<file path="src/rtl/ita_div_scheduler.sv">
// Issues softmax dividends to a pool of iterative dividers and returns results in order.
// Optional protocol checking and the sticky err_o flag: define ITA_DIV_SCHED_CHECK_EN.
module ita_div_scheduler #(
  parameter int unsigned NumDiv   = 4,
  parameter int unsigned InWidth  = 19,
  parameter int unsigned OutWidth = 24,
  parameter int unsigned RowLen   = 64,
  localparam int unsigned TagW    = $clog2(NumDiv),
  localparam int unsigned AddrW   = $clog2(RowLen),
  localparam int unsigned OccW    = TagW + 1
) (
  input  logic                               clk_i,
  input  logic                               rst_i,
  input  logic                               in_valid_i,
  output logic                               in_ready_o,
  input  logic [InWidth-1:0]                 in_data_i,
  output logic [InWidth-1:0]                 div_inp_o,
  output logic [NumDiv-1:0]                  div_valid_o,
  input  logic [NumDiv-1:0]                  div_ready_i,
  input  logic [NumDiv-1:0]                  div_valid_i,
  output logic [NumDiv-1:0]                  div_ready_o,
  input  logic [NumDiv-1:0][OutWidth-1:0]    div_oup_i,
  output logic                               out_valid_o,
  input  logic                               out_ready_i,
  output logic [OutWidth-1:0]                out_data_o,
  output logic [AddrW-1:0]                   out_addr_o,
  output logic                               row_done_o,
  output logic [OccW-1:0]                    pending_o,
  output logic                               err_o
);

  logic [NumDiv-1:0]   busy_q, busy_d;
  logic [NumDiv-1:0]   rob_vld_q, rob_vld_d;
  logic [TagW-1:0]     tag_q [NumDiv];
  logic [OutWidth-1:0] rob_data_q [NumDiv];
  logic [TagW-1:0]     tail_q, head_q;
  logic [AddrW-1:0]    addr_q;
  logic [OccW-1:0]     occ_q;

  logic [TagW-1:0]     sel;
  logic [NumDiv-1:0]   sel_oh;
  logic                any_idle;
  logic                can_issue;
  logic                issue;
  logic                retire;
  logic [NumDiv-1:0]   complete;

  // Lowest-index idle divider, from registered busy only.
  always_comb begin
    sel      = '0;
    sel_oh   = '0;
    any_idle = 1'b0;
    for (int i = int'(NumDiv) - 1; i >= 0; i--) begin
      if (!busy_q[i]) begin
        sel      = TagW'(i);
        any_idle = 1'b1;
      end
    end
    sel_oh[sel] = any_idle;
  end

  assign can_issue   = any_idle && (occ_q < OccW'(NumDiv)) && !rst_i;
  assign div_valid_o = (in_valid_i && can_issue) ? sel_oh : '0;
  assign div_inp_o   = in_data_i;
  assign in_ready_o  = can_issue && div_ready_i[sel];
  assign issue       = in_valid_i && in_ready_o;

  assign div_ready_o = rst_i ? '0 : busy_q;
  assign complete    = div_valid_i & busy_q;

  assign out_valid_o = rob_vld_q[head_q] && !rst_i;
  assign out_data_o  = rob_data_q[head_q];
  assign out_addr_o  = addr_q;
  assign retire      = out_valid_o && out_ready_i;
  assign row_done_o  = retire && (addr_q == AddrW'(RowLen - 1));
  assign pending_o   = occ_q;

  always_comb begin
    busy_d    = (busy_q & ~complete) | (issue ? sel_oh : '0);
    rob_vld_d = rob_vld_q;
    if (retire) rob_vld_d[head_q] = 1'b0;
    for (int k = 0; k < int'(NumDiv); k++) begin
      if (complete[k]) rob_vld_d[tag_q[k]] = 1'b1;
    end
  end

  always_ff @(posedge clk_i) begin
    if (rst_i) begin
      busy_q    <= '0;
      rob_vld_q <= '0;
      tail_q    <= '0;
      head_q    <= '0;
      addr_q    <= '0;
      occ_q     <= '0;
    end else begin
      busy_q    <= busy_d;
      rob_vld_q <= rob_vld_d;
      occ_q     <= occ_q + OccW'(issue) - OccW'(retire);
      if (issue) tail_q <= tail_q + 1'b1;
      if (retire) begin
        head_q <= head_q + 1'b1;
        addr_q <= addr_q + 1'b1;
      end
    end
  end

  // Payload storage needs no reset; validity lives in busy_q/rob_vld_q.
  always_ff @(posedge clk_i) begin
    if (issue) tag_q[sel] <= tail_q;
    for (int k = 0; k < int'(NumDiv); k++) begin
      if (complete[k]) rob_data_q[tag_q[k]] <= div_oup_i[k];
    end
  end

`ifdef ITA_DIV_SCHED_CHECK_EN
  logic err_q;
  logic viol;

  always_comb begin
    viol = 1'b0;
    for (int k = 0; k < int'(NumDiv); k++) begin
      if (div_valid_i[k] && !busy_q[k]) viol = 1'b1;
      if (complete[k] && rob_vld_q[tag_q[k]]) viol = 1'b1;
    end
  end

  always_ff @(posedge clk_i) begin
    if (rst_i) err_q <= 1'b0;
    else if (viol) err_q <= 1'b1;
  end

  assign err_o = err_q;

  always_ff @(posedge clk_i) begin
    if (!rst_i) begin
      assert (!viol)
        else $warning("divider result protocol violation");
      assert ($onehot0(div_valid_o))
        else $error("div_valid_o not one-hot");
    end
  end
`else
  assign err_o = 1'b0;
`endif

endmodule
</file>
<file path="config.mk">
export PLATFORM = sky130hd
export DESIGN_NAME = ita_div_scheduler
export DESIGN_NICKNAME = d
export VERILOG_FILES = /design/src/rtl/ita_div_scheduler.sv
export SDC_FILE = /design/constraint.sdc
export NUM_CORES = 1
export LEC_CHECK = 0
export BUFFER_PORTS_ARGS = -buffer_cell sky130_fd_sc_hd__buf_2
export CAP_MARGIN = 20
export CORE_MARGIN = 3
export CORE_UTILIZATION = 40
export DETAILED_ROUTE_END_ITERATION = 7
export SLEW_MARGIN = 20
export SYNTH_ARGS = -nofsm -noshare
export SYNTH_HDL_FRONTEND = slang
export SYNTH_SLANG_ARGS = --single-unit
</file>
<file path="constraint.sdc">
create_clock -name clk_i -period 7.31 [get_ports clk_i]
set_clock_uncertainty 0.05 [all_clocks]
set_input_delay 0.3655 -clock clk_i [delete_from_list [all_inputs] [get_ports clk_i]]
set_output_delay 0.3655 -clock clk_i [all_outputs]
set_load 0.005 [all_outputs]
</file>
==> results of run 1 <==
-- through the flow --
stage               worst slack, ns  total power [mW]  area [um2]  util, %  hold WS, ns
global route                   4.39              1.87        9720     47.9        0.181
CTS                            4.43              1.82        9700     47.8        0.173
floorplan                      4.85             0.904        8310        -        0.401
finish                         4.58              1.81        9720     47.9        0.189
global placement               4.54             0.971        9080     44.7        0.421
detailed placement             4.44             0.971        9080     44.7        0.430
-- flip-flops by register name (all words and copies together), names as in the netlist, named ones only --
signal and count:
out_addr_o 6, rob_data_q 96, head_q 2, pending_o 3, tail_q 2, rob_vld_q 4
tag_q 8, busy_q 4
-- metal layers --
metal,vias to the layer above,GRT usage [%],wire [um]
met2,209,34.4,11400
li1,3212,-,-
met3,25,6.05,1500
met4,8,4.44,218
met5,-,0,53
met1,3161,28.8,10600
-- how the worst min path moves through the flow --
stage / startpoint / to / slack (ns) / cells past startpoint
final: div_valid_i[2] / busy_q[2] / 0.19 / 2
after global routing: div_valid_i[0] / busy_q[0] / 0.18 / 3
after CTS: div_valid_i[2] / busy_q[2] / 0.17 / 2
after detailed placement: rob_vld_q[3] / rob_vld_q[3] / 0.43 / 2
after global placement: rob_vld_q[2] / rob_vld_q[2] / 0.42 / 2
after floorplan: rob_vld_q[2] / rob_vld_q[2] / 0.40 / 2
-- power by group through the flow --
stage | Clock, mW | Combinational, mW | Sequential, mW
3_5_place_dp | 0 | 0.152 | 0.819
6_report | 0.850 | 0.153 | 0.804
5_1_grt | 0.898 | 0.171 | 0.805
3_3_place_gp | 0 | 0.152 | 0.819
4_1_cts | 0.864 | 0.153 | 0.804
2_1_floorplan | 0 | 0.0897 | 0.814
-- synth_stat cells (6+ instances only) --
master,number
clkbuf_1,32
nand3_1,12
dfxtp_1,23
inv_1,11
nand4b_1,8
o21ai_0,72
o31ai_2,20
and3_1,26
a21o_1,72
mux2i_1,74
buf_4,25
buf_2,18
a21oi_1,77
nor2b_1,6
edfxtp_1,104
ha_1,7
nand2_1,80
buf_6,6
mux4_2,25
nor2_1,45
-- area by class of cell --
type | count | area, um2 | share of cell area [%]
Inverter | 11 | 41.3 | 0.425
Multi-Input combinational cell | 578 | 4240 | 43.6
Tap cell | 270 | 338 | 3.48
Clock inverter | 6 | 36.3 | 0.373
Clock buffer | 26 | 582 | 5.99
Antenna cell | 2 | 5.00 | 0.0515
Timing Repair Buffer | 168 | 891 | 9.17
Sequential cell | 127 | 3580 | 36.9
-- kinds of logic after synthesis --
kind of cell / count (synthesis) / share of synthesized area (%)
buf+inv: 96 / 6.55
mux: 99 / 15.7
other cells: 1 / 0.0452
flops: 127 / 43.1
xor+xnor: 8 / 0.844
compound gates: 255 / 19.9
simple gates: 207 / 12.5
fa+ha+maj: 8 / 1.30
==> results.ini, run 1 <==
[floorplan]
initial_core_util_pct=40.9
coreArea_um2=20300
rows=52
design.die.area_um2=22500
die_y_um=150
io_pins=191
dieWidth_um=150

[cts]
hold_buffers=0
root_buffer=clkbuf_16
clock-sinks=127
numCtsBuffers=17
cts_setup_buffers=0
cts_resized=0
cts_buffer_depth=2
cts_tree=yes
htree_num_levels=4
clk_latency_ns=0.41
path_clk_slew_ns=0.05

[power]
switchingPower_uw=390
combinationalPowerShare_pct=8.5
cellPowerDensity_nw_per_um2=186
pwr-share-seq_pct=44.5
switching_share_pct=21.5
clockPowerShare_pct=47.0
p_leak_nw=4.48
ir_worst_vdd_v=0.000171
internal_power_mw=1.42

[timing]
worstMarginPinSlew_ns=1.03
fmax_mhz=366
rsz0062_at_grt=no
hold_violations=0
setup-tns-final_ns=0
slew_violations=0
slew_headroom_pct=31.3
min_period_ns=2.73
finalCritPeriodShare_pct=37.4
setup_viol=0

[outcome]
status=finished clean

[yosys]
synth_top_cell_by_area=edfxtp_1
yosys_warnings=0
ys_ff_latch=127
syn_avg_cell_area_um2=10.4
synthTopCellsByArea=edfxtp_1 (38%), mux2i_1 (8.9%), mux4_2 (6.8%)
yosys_most_used_dff=edfxtp_1
netlist.area_leader.share_pct=37.6
netlist_instances=801
synth_cell_types=48
synth_nets=936
synth_edf_count=104
yosysSeqAreaShare_pct=43.1
async_flop_share_pct=0
syn_area_um2=8310

[critical_path]
reg2reg_depth=10
crit_fanout=12
startpoint=head_q[0]
cp_num_cells=10
critPathRequiredTime_ns=7.55
crit_path_max_incr_delay_ns=0.67
endpoint_kind=register
cp_top_family=adder cells
critical_path_class=reg -> reg
cp_slowest_cell=mux4_2
path_buf_inv=1
cp.arrival_ns=2.97
r2r-end=pending_o[2]
r2r_setup_slack_ns=4.58
path_cells=mux4_2 > nand2_2 > nor2_1 > ha_1 > inv_1 > ha_1 > fa_1 > xnor2_1 > xnor2_1 > nor2_1
cp-endpoint=pending_o[2]
worstSetupStartpointType=register
r2r_start=head_q[0]

[grt]
grt_pass1_wl_mm=36.3
antenna_found_initial=6
grt_max_degree=51
grt_pass1_vias=6261
grt_overflow=0
track_usage_pct=21.3

[layout]
syn2layout_area_growth_pct=17.0
final_cell_mix=buf_2 (151), edfxtp_1 (104), nand2_1 (80), a21oi_1 (77), mux2i_1 (74)
layout_commonest_cell=buf_2
fin_nets=1038
fill_cells=1929
fin_cells=1188
drive_above_1_share_pct=28.5

[route]
post_drt_wl_per_cell_um=20.0
drc=0
drt_iter0_drc=500
vias=6615
ant_nets=0
routed_wl_mm=23.8
firstDrtPassIters=5
vias_per_cell=5.57

[placement]
place.port_buffers=151
place_hpwl_mm=15.2
placed_cells=1153
gp_congestion=0.810

[worst_hold_path]
min_path_type=in -> reg

[job]
cap_violations=0

No activity file was read; power rests on OpenSTA's default activity.
==> run 2: changes to the inputs <==
--- a/config.mk
+++ b/config.mk
@@ -5,6 +5,7 @@
 export SDC_FILE = /design/constraint.sdc
 export NUM_CORES = 1
 export LEC_CHECK = 0
+export ABC_AREA = 1
 export BUFFER_PORTS_ARGS = -buffer_cell sky130_fd_sc_hd__buf_2
 export CAP_MARGIN = 20
 export CORE_MARGIN = 3
==> constraint.sdc (replaced) <==
create_clock -name clk_i -period 2.22 [get_ports clk_i]
set_clock_uncertainty 0.05 [all_clocks]
set_input_delay 0.111 -clock clk_i [delete_from_list [all_inputs] [get_ports clk_i]]
set_output_delay 0.111 -clock clk_i [all_outputs]
set_load 0.005 [all_outputs]
==> results.ini, run 2 <==
[placement]
place_hpwl_mm=17.9  ; +18%
place_area_um2=9300  ; +2.5%
placed_cells=1418  ; +23%
gp_congestion=0.937  ; +16%
place.port_buffers=151  ; unchanged

[timing]
min_period_ns=2.22  ; -0.510 ns
finalWorstSetupSlack_ns=-0.000567  ; -4.58 ns
hold_violations=0  ; unchanged
slew_violations=0  ; unchanged
slew_headroom_pct=57.8  ; +26 points
setup-tns-final_ns=-0.000567  ; -0.000567 ns
worstMarginPinSlew_ns=0.633  ; -0.398 ns
setup_viol=1  ; +1
fmax_mhz=450  ; +23%
rsz0062_at_grt=yes
finalCritPeriodShare_pct=100  ; +63 points

[layout]
multi_input_area_um2=3850  ; -9.3%
design_area_um2=10000  ; +3.4%
seq_area_um2=3590  ; +0.10%
syn2layout_area_growth_pct=22.9
final_cell_mix=nand2_1 (206), buf_2 (151), nor2_1 (143), edfxtp_1 (104)
layout_commonest_cell=nand2_1
fin_cells=1465  ; +23%
fin_nets=1321  ; +27%
fill_cells=1923  ; -0.31%
largest_reg_flops=96  ; unchanged
drive_above_1_share_pct=22.5  ; -6.0 points

[cts]
clk_latency_ns=0.42  ; about the same
clock-sinks=127  ; unchanged
htree_num_levels=4  ; unchanged
cts_tree=yes
numCtsBuffers=17  ; unchanged
cts_buffer_depth=2  ; unchanged
path_clk_slew_ns=0.06  ; about the same
root_buffer=clkbuf_16

[yosys]
netlist.area_leader.share_pct=38.2  ; +0.61 points
yosys_most_used_dff=edfxtp_1
synth_nets=1180  ; +26%
syn_avg_cell_area_um2=7.82  ; -25%
netlist_instances=1045  ; +30%
synthTopCellsByArea=edfxtp_1 (38%), nand2_1 (9.6%), o211ai_1 (6.6%)
synth_top_cell_by_area=edfxtp_1
yosys_warnings=0  ; unchanged
yosysSeqAreaShare_pct=43.8  ; +0.70 points
syn_area_um2=8170  ; -1.6%
ys_top_cells_by_count=nand2_1 (209), nor2_1 (143), edfxtp_1 (104)
synth_edf_count=104  ; unchanged
synth_cell_types=37  ; -23%
async_flop_share_pct=0  ; unchanged
ys_ff_latch=127  ; unchanged
synth_most_common_cell=nand2_1

[worst_hold_path]
whs_path_depth=3  ; +1
min_path_type=in -> reg
whs_endpoint=rob_data_q[3][21]
hp-start=div_oup_i[21]

[critical_path]
cp_top_family=simple AND/OR/NAND/NOR gates
r2r_setup_slack_ns=-0.0006  ; -4.58 ns
path_cells=or2_1 > nor2_2 > nand2_1 > nor2_2 > nand3_2 > ha_4 > inv_2 > ha_4 > fa_2 > or2_4 > a21oi_2
crit_path_max_incr_delay_ns=0.33  ; -0.34 ns
cp_slowest_cell=fa_2
path_buf_inv=1  ; unchanged
worstSetupStartpointType=register
cp.arrival_ns=2.53  ; -0.44 ns
r2r_start=pending_o[2]
critical_path_class=reg -> reg
cp_num_cells=11  ; +1
r2r-end=pending_o[2]
crit_fanout=2  ; -10
reg2reg_depth=11  ; +1
startpoint=pending_o[2]
critPathRequiredTime_ns=2.52  ; -5.03 ns
endpoint_kind=register

[grt]
antenna_found_initial=6  ; unchanged
grt_max_degree=49  ; -3.9%
grt_overflow=0  ; unchanged
grt_pass1_vias=7405  ; +18%
track_usage_pct=24.2  ; +2.9 points
grt_pass1_wl_mm=41.1  ; +13%

[power]
ir_worst_vdd_v=0.000560  ; +230%
pwr-share-seq_pct=44.6  ; about the same
clockPowerShare_pct=47.1  ; about the same
internal_power_mw=4.56  ; +220%
switchingPower_mw=1.30  ; +230%
switching_share_pct=22.2  ; +0.67 points
cellPowerDensity_nw_per_um2=583  ; +210%
combinationalPowerShare_pct=8.3  ; -0.2 points
p_leak_nw=4.18  ; -6.7%

[job]
cap_violations=0  ; unchanged

[route]
post_drt_wl_per_cell_um=18.5  ; -7.7%
ant_nets=0  ; unchanged
firstDrtPassIters=5  ; unchanged
vias=8120  ; +23%
drt_iter0_drc=604  ; +21%
routed_wl_mm=27.1  ; +14%
drc=0  ; unchanged
vias_per_cell=5.54  ; -0.46%

[outcome]
status=finished with violations
violations=negative setup slack

[floorplan]
coreArea_um2=19800  ; -2.6%
dieWidth_um=149  ; -0.77%
rows=51  ; -1.9%
initial_core_util_pct=41.3  ; +0.40 points
die_y_um=149  ; -0.77%
design.die.area_um2=22200  ; -1.5%
io_pins=191  ; unchanged

==> run 2: cells by family after synthesis <==
family / Yosys count / share of synthesized area [%]
other: 1 / 0.0459
adder cells (fa/ha/maj): 8 / 1.32
buffers and inverters: 176 / 9.77
AO/OA/AOI/OAI: 312 / 23.0
AND/OR/NAND/NOR: 416 / 21.4
flip-flops: 127 / 43.8
XOR/XNOR: 5 / 0.536
==> run 2: worst max path at each step <==
stage,slack [ns],to
2_1_floorplan,-0.12,pending_o[2]
3_3_place_gp,-0.006,pending_o[2]
4_1_cts,0.01,pending_o[2]
5_1_grt,-0.11,pending_o[2]
3_5_place_dp,-0.03,pending_o[2]
6_report,-0.0006,pending_o[2]
==> run 2: area by class of cell <==
type,instances,share of cell area (%)
Antenna cell,1,0.0249
Clock inverter,8,0.448
Sequential cell,127,35.7
Tap cell,265,3.30
Inverter,82,3.06
Clock buffer,24,5.53
Timing Repair Buffer,216,13.6
Multi-Input combinational cell,742,38.3
==> run 2: what timing repair did <==
item,in CTS,in global routing
hold endpoints to repair,10,0
endpoints found under the setup margin,1,2
gates resized for setup,0,6
hold buffers,10,0
buffers inserted,2,2
pin swaps,5,2
==> run 2: worst reg2reg max path, delay by kind of cell (launching register included) <==
family	cells	cell delay, ns
buffers and inverters	1	0.03
AOI/OAI and AO/OA	1	0.13
adders and majority gates	3	0.75
DFF	1	0.31
and+or+nand+nor	6	0.88
==> run 2: layer usage <==
layer	vias up	global-route usage, %	part of all wire, %
met5	-	0	0.25
met4	10	8.38	2.2
met3	59	6.41	8.5
met2	348	38.6	46
met1	3765	31.9	43
li1	3938	-	-
==> run 2: power groups by stage <==
| stage | combinational (mW) | sequential (mW) | clock (mW) |
|---|---|---|---|
| global placement | 0.455 | 2.66 | 0 |
| global route | 0.540 | 2.62 | 2.90 |
| CTS | 0.478 | 2.61 | 2.78 |
| floorplan | 0.244 | 2.66 | 0 |
| finish | 0.486 | 2.61 | 2.76 |
| detailed placement | 0.458 | 2.66 | 0 |
==> run 2: metrics by stage <==
stage | power (mW) | worst slack [ns] | util (%) | hold slack [ns]
floorplan | 2.91 | -0.121 | - | 0.175
global placement | 3.12 | -0.00593 | 47.0 | 0.172
detailed placement | 3.12 | -0.0332 | 47.0 | 0.172
CTS | 5.87 | 0.0122 | 50.7 | 0.00142
global route | 6.06 | -0.107 | 50.8 | 0.0146
finish | 5.86 | -0.000567 | 50.8 | 0.0184
